## src/rtl/har_pkg.sv

```systemverilog
// Shared constants and types for the single-layer-perceptron HAR sequencer.
package har_pkg;

    localparam int unsigned IMG_SIZE_DEF    = 95;
    localparam int unsigned NUM_CLASSES_DEF = 6;
    localparam int unsigned ACC_W           = 40;
    localparam int unsigned SCORE_W         = 32;

    localparam logic signed [SCORE_W-1:0] SAT_MAX = 32'sh7FFF_FFFF;
    localparam logic signed [SCORE_W-1:0] SAT_MIN = 32'sh8000_0000;

    // Class index reported when the best score does not clear the threshold
    localparam logic [3:0] REJECT_CLASS = 4'(NUM_CLASSES_DEF);

    typedef enum logic [2:0] {
        S_IDLE,
        S_LOAD,
        S_COMPUTE,
        S_DRAIN,
        S_DONE
    } state_t;

endpackage

```

## src/rtl/har_slp_sched_if.sv

```systemverilog
// Feature stream, weight memory port and result stream of the HAR sequencer.
interface har_slp_sched_if #(
    parameter int unsigned IMG_SIZE    = 95,
    parameter int unsigned NUM_CLASSES = 6,
    parameter int unsigned M           = 15,
    parameter int unsigned N           = 15
) ();

    localparam int unsigned AW = $clog2(NUM_CLASSES * IMG_SIZE);

    logic                in_valid;
    logic                in_ready;
    logic signed [M:0]   in_data;
    logic                w_rd_en;
    logic [AW-1:0]       w_addr;
    logic signed [N:0]   w_data;
    logic                out_valid;
    logic                out_ready;
    logic [3:0]          out_class;
    logic signed [31:0]  out_score;

    // Environment side: feature producer, weight memory and result consumer
    modport master (
        output in_valid, in_data, w_data, out_ready,
        input  in_ready, w_rd_en, w_addr, out_valid, out_class, out_score
    );

    // Sequencer side
    modport slave (
        input  in_valid, in_data, w_data, out_ready,
        output in_ready, w_rd_en, w_addr, out_valid, out_class, out_score
    );

endinterface

```

## src/rtl/har_mac_sat.sv

```systemverilog
// Registered signed multiply followed by a wide accumulator that emits a
// saturated 32-bit total on the last product of each class.
module har_mac_sat
    import har_pkg::*;
#(
    parameter int unsigned FW    = 16,
    parameter int unsigned WW    = 16,
    parameter int unsigned ACC_W = har_pkg::ACC_W
) (
    input  logic                      clk,
    input  logic                      rst,
    input  logic                      clr,
    input  logic                      mul_en,
    input  logic                      mul_last,
    input  logic signed [FW-1:0]      feat,
    input  logic signed [WW-1:0]      weight,
    output logic                      sum_valid,
    output logic signed [SCORE_W-1:0] sum_sat
);

    localparam int unsigned PW = FW + WW;

    logic signed [PW-1:0]    prod;
    logic                    p_v;
    logic                    p_last;
    logic signed [ACC_W-1:0] acc;
    logic signed [ACC_W-1:0] sum;

    // Product stage
    always_ff @(posedge clk or negedge rst) begin
        if (!rst) begin
            prod   <= '0;
            p_v    <= 1'b0;
            p_last <= 1'b0;
        end else if (clr) begin
            prod   <= '0;
            p_v    <= 1'b0;
            p_last <= 1'b0;
        end else begin
            prod   <= PW'(feat) * PW'(weight);
            p_v    <= mul_en;
            p_last <= mul_last;
        end
    end

    // Running total including the product currently in the stage, clamped to 32 bits
    always_comb begin
        sum       = acc + ACC_W'(prod);
        sum_valid = p_v && p_last;
        if (sum > ACC_W'(SAT_MAX)) begin
            sum_sat = SAT_MAX;
        end else if (sum < ACC_W'(SAT_MIN)) begin
            sum_sat = SAT_MIN;
        end else begin
            sum_sat = SCORE_W'(sum);
        end
    end

    // Accumulator restarts at zero once a class total has been handed out
    always_ff @(posedge clk or negedge rst) begin
        if (!rst) begin
            acc <= '0;
        end else if (clr) begin
            acc <= '0;
        end else if (p_v) begin
            acc <= p_last ? '0 : sum;
        end
    end

endmodule

```

## src/rtl/har_slp_sched.sv

```systemverilog
// Single-layer-perceptron HAR sequencer: buffers one sample, streams all
// class weights through one MAC, tracks the argmax and reports the result.
module har_slp_sched
    import har_pkg::*;
#(
    parameter int unsigned IMG_SIZE    = IMG_SIZE_DEF,
    parameter int unsigned NUM_CLASSES = NUM_CLASSES_DEF,
    parameter int unsigned M           = 15,
    parameter int unsigned N           = 15,
    parameter int unsigned ACC_W       = har_pkg::ACC_W
) (
    input  logic                      clk,
    input  logic                      rst,
    input  logic                      reset,
    har_slp_sched_if.slave            bus,
    input  logic signed [8:0]         Vth,
    input  logic [3:0]                score_sel,
    output logic signed [SCORE_W-1:0] score_rd,
    output logic                      busy
);

    localparam int unsigned TOTAL  = NUM_CLASSES * IMG_SIZE;
    localparam int unsigned AW     = $clog2(TOTAL);
    localparam int unsigned IW     = $clog2(IMG_SIZE);
    localparam logic [3:0]  REJECT = 4'(NUM_CLASSES);

    state_t                    state;
    logic [IW-1:0]             cnt;
    logic [1:0]                dcnt;
    logic                      d1_v;
    logic                      d1_last;
    logic [IW-1:0]             d1_i;
    logic [3:0]                wr_cls;
    logic signed [8:0]         vth_q;
    logic signed [SCORE_W-1:0] vth_ext;
    logic signed [SCORE_W-1:0] score [NUM_CLASSES];
    logic signed [SCORE_W-1:0] best_score;
    logic [3:0]                best_idx;
    logic signed [M:0]         feat [IMG_SIZE];
    logic                      accept;
    logic                      load_done;
    logic                      sum_valid;
    logic signed [SCORE_W-1:0] sum_sat;

    assign bus.in_ready = (state == S_IDLE) || (state == S_LOAD);
    assign busy         = (state == S_LOAD) || (state == S_COMPUTE) || (state == S_DRAIN);
    assign accept       = bus.in_valid && bus.in_ready;
    assign load_done    = accept && (cnt == IW'(IMG_SIZE - 1));
    assign vth_ext      = SCORE_W'(vth_q);

    // Feature buffer: contents only matter after a full sample, so no reset
    always_ff @(posedge clk) begin
        if (accept && !reset) begin
            feat[cnt] <= bus.in_data;
        end
    end

    // d1_* trails the issued read by one cycle so the feature lines up with w_data
    har_mac_sat #(
        .FW    (M + 1),
        .WW    (N + 1),
        .ACC_W (ACC_W)
    ) u_mac (
        .clk       (clk),
        .rst       (rst),
        .clr       (reset || load_done),
        .mul_en    (d1_v),
        .mul_last  (d1_last),
        .feat      (feat[d1_i]),
        .weight    (bus.w_data),
        .sum_valid (sum_valid),
        .sum_sat   (sum_sat)
    );

    // Sequencer: load, issue reads, record class scores, present the answer
    always_ff @(posedge clk or negedge rst) begin
        if (!rst) begin
            state         <= S_IDLE;
            cnt           <= '0;
            dcnt          <= '0;
            d1_v          <= 1'b0;
            d1_last       <= 1'b0;
            d1_i          <= '0;
            wr_cls        <= '0;
            vth_q         <= '0;
            best_score    <= '0;
            best_idx      <= '0;
            bus.w_rd_en   <= 1'b0;
            bus.w_addr    <= '0;
            bus.out_valid <= 1'b0;
            bus.out_class <= '0;
            bus.out_score <= '0;
            for (int unsigned c = 0; c < NUM_CLASSES; c++) score[c] <= '0;
        end else if (reset) begin
            state         <= S_IDLE;
            cnt           <= '0;
            dcnt          <= '0;
            d1_v          <= 1'b0;
            d1_last       <= 1'b0;
            d1_i          <= '0;
            wr_cls        <= '0;
            vth_q         <= '0;
            best_score    <= '0;
            best_idx      <= '0;
            bus.w_rd_en   <= 1'b0;
            bus.w_addr    <= '0;
            bus.out_valid <= 1'b0;
            bus.out_class <= '0;
            bus.out_score <= '0;
            for (int unsigned c = 0; c < NUM_CLASSES; c++) score[c] <= '0;
        end else begin
            d1_v    <= bus.w_rd_en;
            d1_i    <= cnt;
            d1_last <= (cnt == IW'(IMG_SIZE - 1));

            if (sum_valid) begin
                for (int unsigned c = 0; c < NUM_CLASSES; c++) begin
                    if (wr_cls == 4'(c)) score[c] <= sum_sat;
                end
                if (wr_cls == '0 || sum_sat > best_score) begin
                    best_score <= sum_sat;
                    best_idx   <= wr_cls;
                end
                wr_cls <= wr_cls + 4'd1;
            end

            case (state)
                S_IDLE, S_LOAD: begin
                    if (accept) begin
                        if (load_done) begin
                            state       <= S_COMPUTE;
                            cnt         <= '0;
                            vth_q       <= Vth;
                            bus.w_rd_en <= 1'b1;
                            bus.w_addr  <= '0;
                            wr_cls      <= '0;
                            best_score  <= '0;
                            best_idx    <= '0;
                            for (int unsigned c = 0; c < NUM_CLASSES; c++) score[c] <= '0;
                        end else begin
                            state <= S_LOAD;
                            cnt   <= cnt + IW'(1);
                        end
                    end
                end
                S_COMPUTE: begin
                    if (bus.w_addr == AW'(TOTAL - 1)) begin
                        state       <= S_DRAIN;
                        bus.w_rd_en <= 1'b0;
                        bus.w_addr  <= '0;
                        cnt         <= '0;
                        dcnt        <= '0;
                    end else begin
                        bus.w_addr <= bus.w_addr + AW'(1);
                        cnt        <= (cnt == IW'(IMG_SIZE - 1)) ? '0 : cnt + IW'(1);
                    end
                end
                S_DRAIN: begin
                    // Three cycles cover the memory and product stages of the final read
                    if (dcnt == 2'd2) begin
                        state         <= S_DONE;
                        bus.out_valid <= 1'b1;
                        bus.out_score <= best_score;
                        bus.out_class <= (best_score > vth_ext) ? best_idx : REJECT;
                    end else begin
                        dcnt <= dcnt + 2'd1;
                    end
                end
                S_DONE: begin
                    if (bus.out_ready) begin
                        state         <= S_IDLE;
                        bus.out_valid <= 1'b0;
                    end
                end
                default: state <= S_IDLE;
            endcase
        end
    end

    // Score readback; indices past the last class read as zero
    always_comb begin
        score_rd = '0;
        for (int unsigned c = 0; c < NUM_CLASSES; c++) begin
            if (score_sel == 4'(c)) score_rd = score[c];
        end
    end

endmodule

```

## src/flat_wrapper.sv

```systemverilog
// flat-port wrapper written by rule: the top's interface ports become plain ports
module har_slp_sched_flat import har_pkg::*;
#(
    parameter int unsigned IMG_SIZE    = IMG_SIZE_DEF,
    parameter int unsigned NUM_CLASSES = NUM_CLASSES_DEF,
    parameter int unsigned M           = 15,
    parameter int unsigned N           = 15,
    parameter int unsigned ACC_W       = har_pkg::ACC_W
)
  (clk, rst, reset, Vth, score_sel, score_rd, busy, bus_in_valid, bus_in_data, bus_w_data, bus_out_ready, bus_in_ready, bus_w_rd_en, bus_w_addr, bus_out_valid, bus_out_class, bus_out_score);
  har_slp_sched_if #(.IMG_SIZE(IMG_SIZE), .NUM_CLASSES(NUM_CLASSES), .M(M), .N(N)) bus_i ();
  input  logic clk;
  input  logic rst;
  input  logic reset;
  input  logic signed [8:0] Vth;
  input  logic [3:0] score_sel;
  output logic signed [SCORE_W-1:0] score_rd;
  output logic busy;
  input wire logic [$bits(bus_i.in_valid)-1:0] bus_in_valid;
  input wire logic [$bits(bus_i.in_data)-1:0] bus_in_data;
  input wire logic [$bits(bus_i.w_data)-1:0] bus_w_data;
  input wire logic [$bits(bus_i.out_ready)-1:0] bus_out_ready;
  output wire logic [$bits(bus_i.in_ready)-1:0] bus_in_ready;
  output wire logic [$bits(bus_i.w_rd_en)-1:0] bus_w_rd_en;
  output wire logic [$bits(bus_i.w_addr)-1:0] bus_w_addr;
  output wire logic [$bits(bus_i.out_valid)-1:0] bus_out_valid;
  output wire logic [$bits(bus_i.out_class)-1:0] bus_out_class;
  output wire logic [$bits(bus_i.out_score)-1:0] bus_out_score;
  assign bus_i.in_valid = bus_in_valid;
  assign bus_i.in_data = bus_in_data;
  assign bus_i.w_data = bus_w_data;
  assign bus_i.out_ready = bus_out_ready;
  assign bus_in_ready = bus_i.in_ready;
  assign bus_w_rd_en = bus_i.w_rd_en;
  assign bus_w_addr = bus_i.w_addr;
  assign bus_out_valid = bus_i.out_valid;
  assign bus_out_class = bus_i.out_class;
  assign bus_out_score = bus_i.out_score;
  har_slp_sched #(.IMG_SIZE(IMG_SIZE), .NUM_CLASSES(NUM_CLASSES), .M(M), .N(N), .ACC_W(ACC_W)) u_core (.clk(clk), .rst(rst), .reset(reset), .bus(bus_i), .Vth(Vth), .score_sel(score_sel), .score_rd(score_rd), .busy(busy));
endmodule
```

## config.mk

```make
export PLATFORM = sky130hd
export DESIGN_NAME = har_slp_sched_flat
export DESIGN_NICKNAME = d
export VERILOG_FILES = /design/src/rtl/har_pkg.sv /design/src/rtl/har_slp_sched_if.sv /design/src/rtl/har_mac_sat.sv /design/src/rtl/har_slp_sched.sv /design/src/flat_wrapper.sv
export SDC_FILE = /design/constraint.sdc
export NUM_CORES = 2
export LEC_CHECK = 0
export CORE_MARGIN = 10
export CORE_UTILIZATION = 60
export CTS_CLUSTER_SIZE = 16
export DETAILED_ROUTE_END_ITERATION = 7
export PLACE_DENSITY_LB_ADDON = 0.05
export SLEW_MARGIN = 25
export SYNTH_ARGS = -nofsm -noshare
export SYNTH_HDL_FRONTEND = slang
export SYNTH_SLANG_ARGS = --single-unit
```

## constraint.sdc

```tcl
create_clock -name clk -period 9.8 [get_ports clk]
set_input_delay 2.94 -clock clk [delete_from_list [all_inputs] [get_ports clk]]
set_output_delay 2.94 -clock clk [all_outputs]
set_load 0.005 [all_outputs]
```

* After elaboration in Yosys (flattened, before gate mapping) *
Memories as Yosys holds them, arrays and structs flattened.
Index checks and enable logic that the tools add are counted.

operators by class
  $add $sub $neg = 5
  multipliers = 1
  order comparisons = 4
  equal/unequal tests = 23
  mux-type cells = 89
  reductions and logical operators = 31

operators with widths
  operator                                                       count
  two-way mux 192 bit                                            5
  two-way mux 32 bit                                             24
  two-way mux 40 bit                                             3
  two-way mux 4 bit                                              15
  two-way mux 7 bit                                              6
  adder 40 x 32 -> 40 bit                                        1
  > comparator 40 x 32 -> 1 bit (second input constant)          1
  less-than comparator 40 x 32 -> 1 bit (second input constant)  1
  two-way mux 10 bit                                             4
  two-way mux 9 bit                                              4
  > comparator 32 bit                                            1
  > comparator 32 x 9 -> 1 bit                                   1
  multiplier 16 x 16 -> 32 bit                                   1
  one-hot mux 10 bit (2 select lines)                            1
  equality test 4 x 2 -> 1 bit (second input constant)           4
  equality test 4 x 3 -> 1 bit (second input constant)           4
  two-way mux 3 bit                                              5
  one-hot mux 7 bit (2 select lines)                             1
  two-way mux 1 bit                                              13
  != test 3 bit (second input constant)                          4
  one-hot mux 3 bit (4 select lines)                             1
  AND reduction 3 bit                                            4
  nonzero test 2 bit                                             6
  adder 10 x 1 -> 10 bit (second input constant)                 1
  23 further kinds                                               42

storage, ports and cells
  bits in registers = 384
  memory bits (writable) = 1520
  bits of input ports = 50
  word-level logic and storage cells = 179
  memories = 1

memories
  name         depth  width  rd ports  clocked after memory_dff  write ports  line                 source
  u_core.feat  95     16     1         0                         1            har_slp_sched.sv:39  logic signed [M:0] feat [IMG_SIZE];

* Logic depth before layout (Yosys ltp) *
  depth after elaboration = 12
  depth in mapped cells = 35
  depth with buffers taken out = 29

* Cells and area by module *
A second synthesis with hierarchy kept.

second synthesis, totals
  cells, all modules = 5745
  area total of the unflattened synthesis = 88767.6 um^2

modules (own cells, without submodules)
  module         instances  cells each  area an instance (um^2)  sequential area each (um^2)
  har_slp_sched  1          4093        73566.8                  53401.2
  har_mac_sat    1          1652        15200.8                  1851.8

* Worst setup path after synthesis *
No wires, ideal clock.

  path kind = input port to flip-flop
  start point = in bus_w_data[9]
  end point = reg u_core.u_mac.prod[31]
  library setup time = 139 ps
  arrival = 8614 ps
  data required time = 9661 ps
  slack = 1047 ps
  stages = 22
  buffers on the path = 2
  cells stage by stage = buf_1 clkbuf_1 nand2_1 fa_1 fa_1 fa_1 fa_1 fa_1 inv_1 fa_1 ha_1 a21o_1 a21o_1 a21o_1 a21oi_1 o211ai_1 a221oi_1 a21bo_2 a41oi_1 a21oi_1 nand4_1 o211ai_1

on the way
  word-level cells in the longest chain between the ends = 2

RTL lines
  what                          line                source
  from (decl)                   flat_wrapper.sv:21  input wire logic [$bits(bus_i.w_data)-1:0] bus_w_data;
  multiplier 16 x 16 -> 32 bit  har_mac_sat.sv:40   prod <= PW'(feat) * PW'(weight);
  two-way mux 32 bit            har_mac_sat.sv:35   end else if (clr) begin
  to (signal assigned)          har_mac_sat.sv:40
  to (decl)                     har_mac_sat.sv:23   logic signed [PW-1:0] prod;

No other way between the ends.
A chain may end at the register's enable or synchronous reset.

* Worst setup path in the final report *
  start point = reg u_core.d1_i[0]
  end point = reg u_core.u_mac.prod[31]

on the way
  word-level cells in the longest chain between the ends = 3

RTL lines
  what                          line                  source
  from (decl)                   har_slp_sched.sv:32   logic [IW-1:0] d1_i;
  from (signal assigned)        har_slp_sched.sv:113  d1_i <= cnt;
  memory read (95 x 16 bit)     --
  multiplier 16 x 16 -> 32 bit  har_mac_sat.sv:40
  two-way mux 32 bit            har_mac_sat.sv:35

No other way between the ends.

==> summary.md <==
| Metric | Value |
|---|---|
| Largest cells by area after synthesis | `edfxtp_1 51%, mux4_2 12%, dfrtp_1 11%` |
| Ys async rst share | `20.2%` |
| Area added between synthesis and finish | `12.6%` |
| Minimum clock period | `9.30 ns` |
| Top_reg_cell synth | `edfxtp_1` |
| Total routed wirelength | `216000 um` |
| Setup Viol. Count Final | `0` |
| Net count after synthesis | `5995` |
| Crit start category | `register` |
| DR pass1 iterations | `5` |
| Num CTS Buffers | `192` |
| Vias per inst | `6.30` |
| Period Utilization, post-route | `94.9%` |
| Clk_lat worst skew | `0.86 ns` |
| Clock skew | `0.0897 ns` |
| Htree depth | `4` |
| Slew margin rel. | `28.2%` |
| Sequential cell area fraction in the yosys report | `62.3%` |
| PortBufs | `131` |
| Resized cells post-CTS | `0` |
| Layout net count | `6253` |
| First-pass GRT wire length | `327000 um` |
| TNS Setup | `0 ns` |
| CTS sink count | `1904` |
| Largest net degree at the start of global routing | `121` |
| Max_cap viols | `0` |
| Post-route ant nets | `0` |
| Peak supply drop | `0.787 mV` |
| Pre-CTS WS | `0.326 ns` |
| Leakage power total | `35.4 nW` |
| Initial core utilization | `60.2%` |
| Final Max Slew Viols | `0` |
| I/O pin cnt | `132` |
| Number of vias in the routed layout | `49400` |
| Synthesized cell area | `88700 sq um` |
| Clk buf depth | `3` |
| Num rows | `141` |
| Grt total ovfl | `0` |
| CP max stage delay | `0.62 ns` |
| GRT Overall Usage | `26.7%` |
| Clock-pin slew on the worst setup and hold paths | `0.06 ns` |
| PwrDens | `295 nW/um^2` |
| Drt first-iter violations | `5323` |
| Crit Path Category | `register to register` |
| Commonest non-fill, non-tap cells in the layout | `1520 x edfxtp_1, 480 x mux4_2, 379 x dfrtp_1` |
| Worst Hold Class | `register to register` |
| WP data arrival | `9.95 ns` |
| Share of layout cells above drive strength 1 | `21.8%` |
| Crit-path most repeated cell | `fa_1` |
| Die area | `164000 sq um` |
| CP Max Fanout | `14` |
| Synthesized instance count | `5488` |
| Routed WL per cell | `27.5 um` |
| Drc violations | `0` |
| Mapped Avg Cell Area | `16.2 sq um` |
| Post-CTS Setup Inserts | `0` |
| Clock Tree Root | `clkbuf_16` |
| Share of the synthesized area in the top cell type | `51.5%` |
| CTS hold repair buffers | `0` |
| Hold path startpoint | `u_core.d1_last` |
| Slew @ Worst Pin | `1.08 ns` |
| Fmax | `108 MHz` |
| RSZ-0062 raised after global routing | `no` |
| Final worst setup slack | `0.504 ns` |
| Number of synthesized flops with an enable pin | `1520` |
| Number of global-route vias before repair | `49900` |
| Yosys cell types | `89` |
| Status | `finished clean` |
| Slowest-stage cell, CP | `dfrtp_4` |
| Final hold vios | `0` |
| Critical Path Start | `u_core.d1_i[0]` |
| DIE WIDTH | `404 um` |
| Seq cells post-synth | `1904` |
| Commonest non-fill, non-tap cell in the layout | `edfxtp_1` |
| Crit. End Element | `register` |
| Core ar. | `147000 sq um` |
| DP HPWL | `137000 um` |
| Worst r2r src | `u_core.d1_i[0]` |
| Dominant cell type by area after synthesis | `edfxtp_1` |
| Ys Warns | `0` |
| Height of the die | `404 um` |
| Initial antenna violation count | `6` |
| CTS tree | `yes` |
| Worst endpoint required time | `10.46 ns` |
| Final GP Congestion | `0.864` |
## state kept, by name, summed over array words and instances, names as in the netlist, 9 cells and up
register              flops
u_core.feat            1520
u_core.score            192
u_core.u_mac.acc         40
u_core.best_score        32
u_core.bus.out_score     32
u_core.u_mac.prod        32
u_core.bus.w_addr        10
u_core.vth_q              9
## cells by family after synthesis
family                   count (synthesis)  synth area share [%]
flip-flops                            1904                  62.3
XOR/XNOR                                73                 0.742
buffers and inverters                  669                  3.06
AO/OA/AOI/OAI                          945                  7.55
multiplexers                           558                  13.1
adder cells (fa/ha/maj)                457                  8.67
AND/OR/NAND/NOR                        882                  4.60
## synthesized netlist by cell type, types with 12 or more instances
| cell type | n |
|---|---|
| a22o_1 | 35 |
| nand2b_1 | 18 |
| inv_1 | 341 |
| nor2b_1 | 25 |
| o21bai_1 | 12 |
| nor3_1 | 26 |
| inv_2 | 18 |
| edfxtp_1 | 1520 |
| a21o_1 | 50 |
| or2_2 | 20 |
| xor2_1 | 27 |
| ha_1 | 194 |
| nand4_1 | 25 |
| buf_1 | 27 |
| dfrtp_1 | 384 |
| xnor2_1 | 45 |
| nand3_1 | 35 |
| o21a_1 | 25 |
| a211oi_1 | 25 |
| nor2_1 | 254 |
| o21ai_0 | 286 |
| a21oi_2 | 110 |
| fa_1 | 263 |
| nand2_1 | 315 |
| a31oi_1 | 14 |
| mux2i_1 | 77 |
| a221o_1 | 31 |
| and2_1 | 121 |
| mux4_2 | 480 |
| a21oi_1 | 197 |
| a211oi_2 | 28 |
| a22oi_1 | 31 |
| clkbuf_1 | 202 |
| a21oi_4 | 30 |
| buf_2 | 64 |
## worst max-delay path: cells and delay by family, from the launching register on
kind                       cells  cell delay [ns]
DFF                            1             0.62
buffers and inverters          4             0.62
AOI/OAI and AO/OA             11             2.37
muxes                          3             1.59
and+or+nand+nor                3             0.75
adders and majority gates      7             3.16
## final timing paths
kind	endpoint	slack [ns]	depth (start not counted)
worst min register to register	u_core.u_mac.p_last	0.45	1
worst max register to register	u_core.u_mac.prod[31]	0.50	28
max in group asynchronous	u_core.bus.out_score[3]	5.85	3
worst max-delay path	u_core.u_mac.prod[31]	0.50	28
min in group asynchronous	u_core.score[112]	2.20	1
worst min-delay path	u_core.u_mac.p_last	0.45	1
## metrics by stage
stage                     util [%]  cells  total power [mW]  hold slack [ns]  cell area, sq um
final                         67.8   7843              29.4            0.455             99900
after global placement        63.2   7481              21.9            0.443             93200
after CTS                     67.7   7840              29.6            0.461             99800
after global routing          67.8   7842              31.6            0.474             99900
after detailed placement      63.3   7481              22.1            0.447             93200
after floorplan                  -   5488              18.8            0.428             88700
## layer usage
metal,wire (um),track usage (%),share of wire [%]
met1,89300,38.7,41
met2,104000,42.5,48
met3,15900,4.16,7.3
met4,6280,7.86,2.9
met5,13,0,0.0060
## layout make-up
class | count | area, sq um
inverter | 360 | 1360
timing repair buffer | 373 | 3410
fill | 9934 | 47400
clock inverter | 122 | 1540
sequential | 1904 | 55300
tap | 1930 | 2410
multi-input combinational | 2915 | 30800
clock buffer | 237 | 5050
antenna | 2 | 5.00
## power by group
group | total, mW | leakage [nW] | switching (mW) | internal (mW)
Combinational | 12.9 | 13.3 | 7.62 | 5.31
Clock | 7.52 | 3.17 | 3.17 | 4.34
Sequential | 8.98 | 19.0 | 0.0634 | 8.92
(Power assumes the default switching activity.)
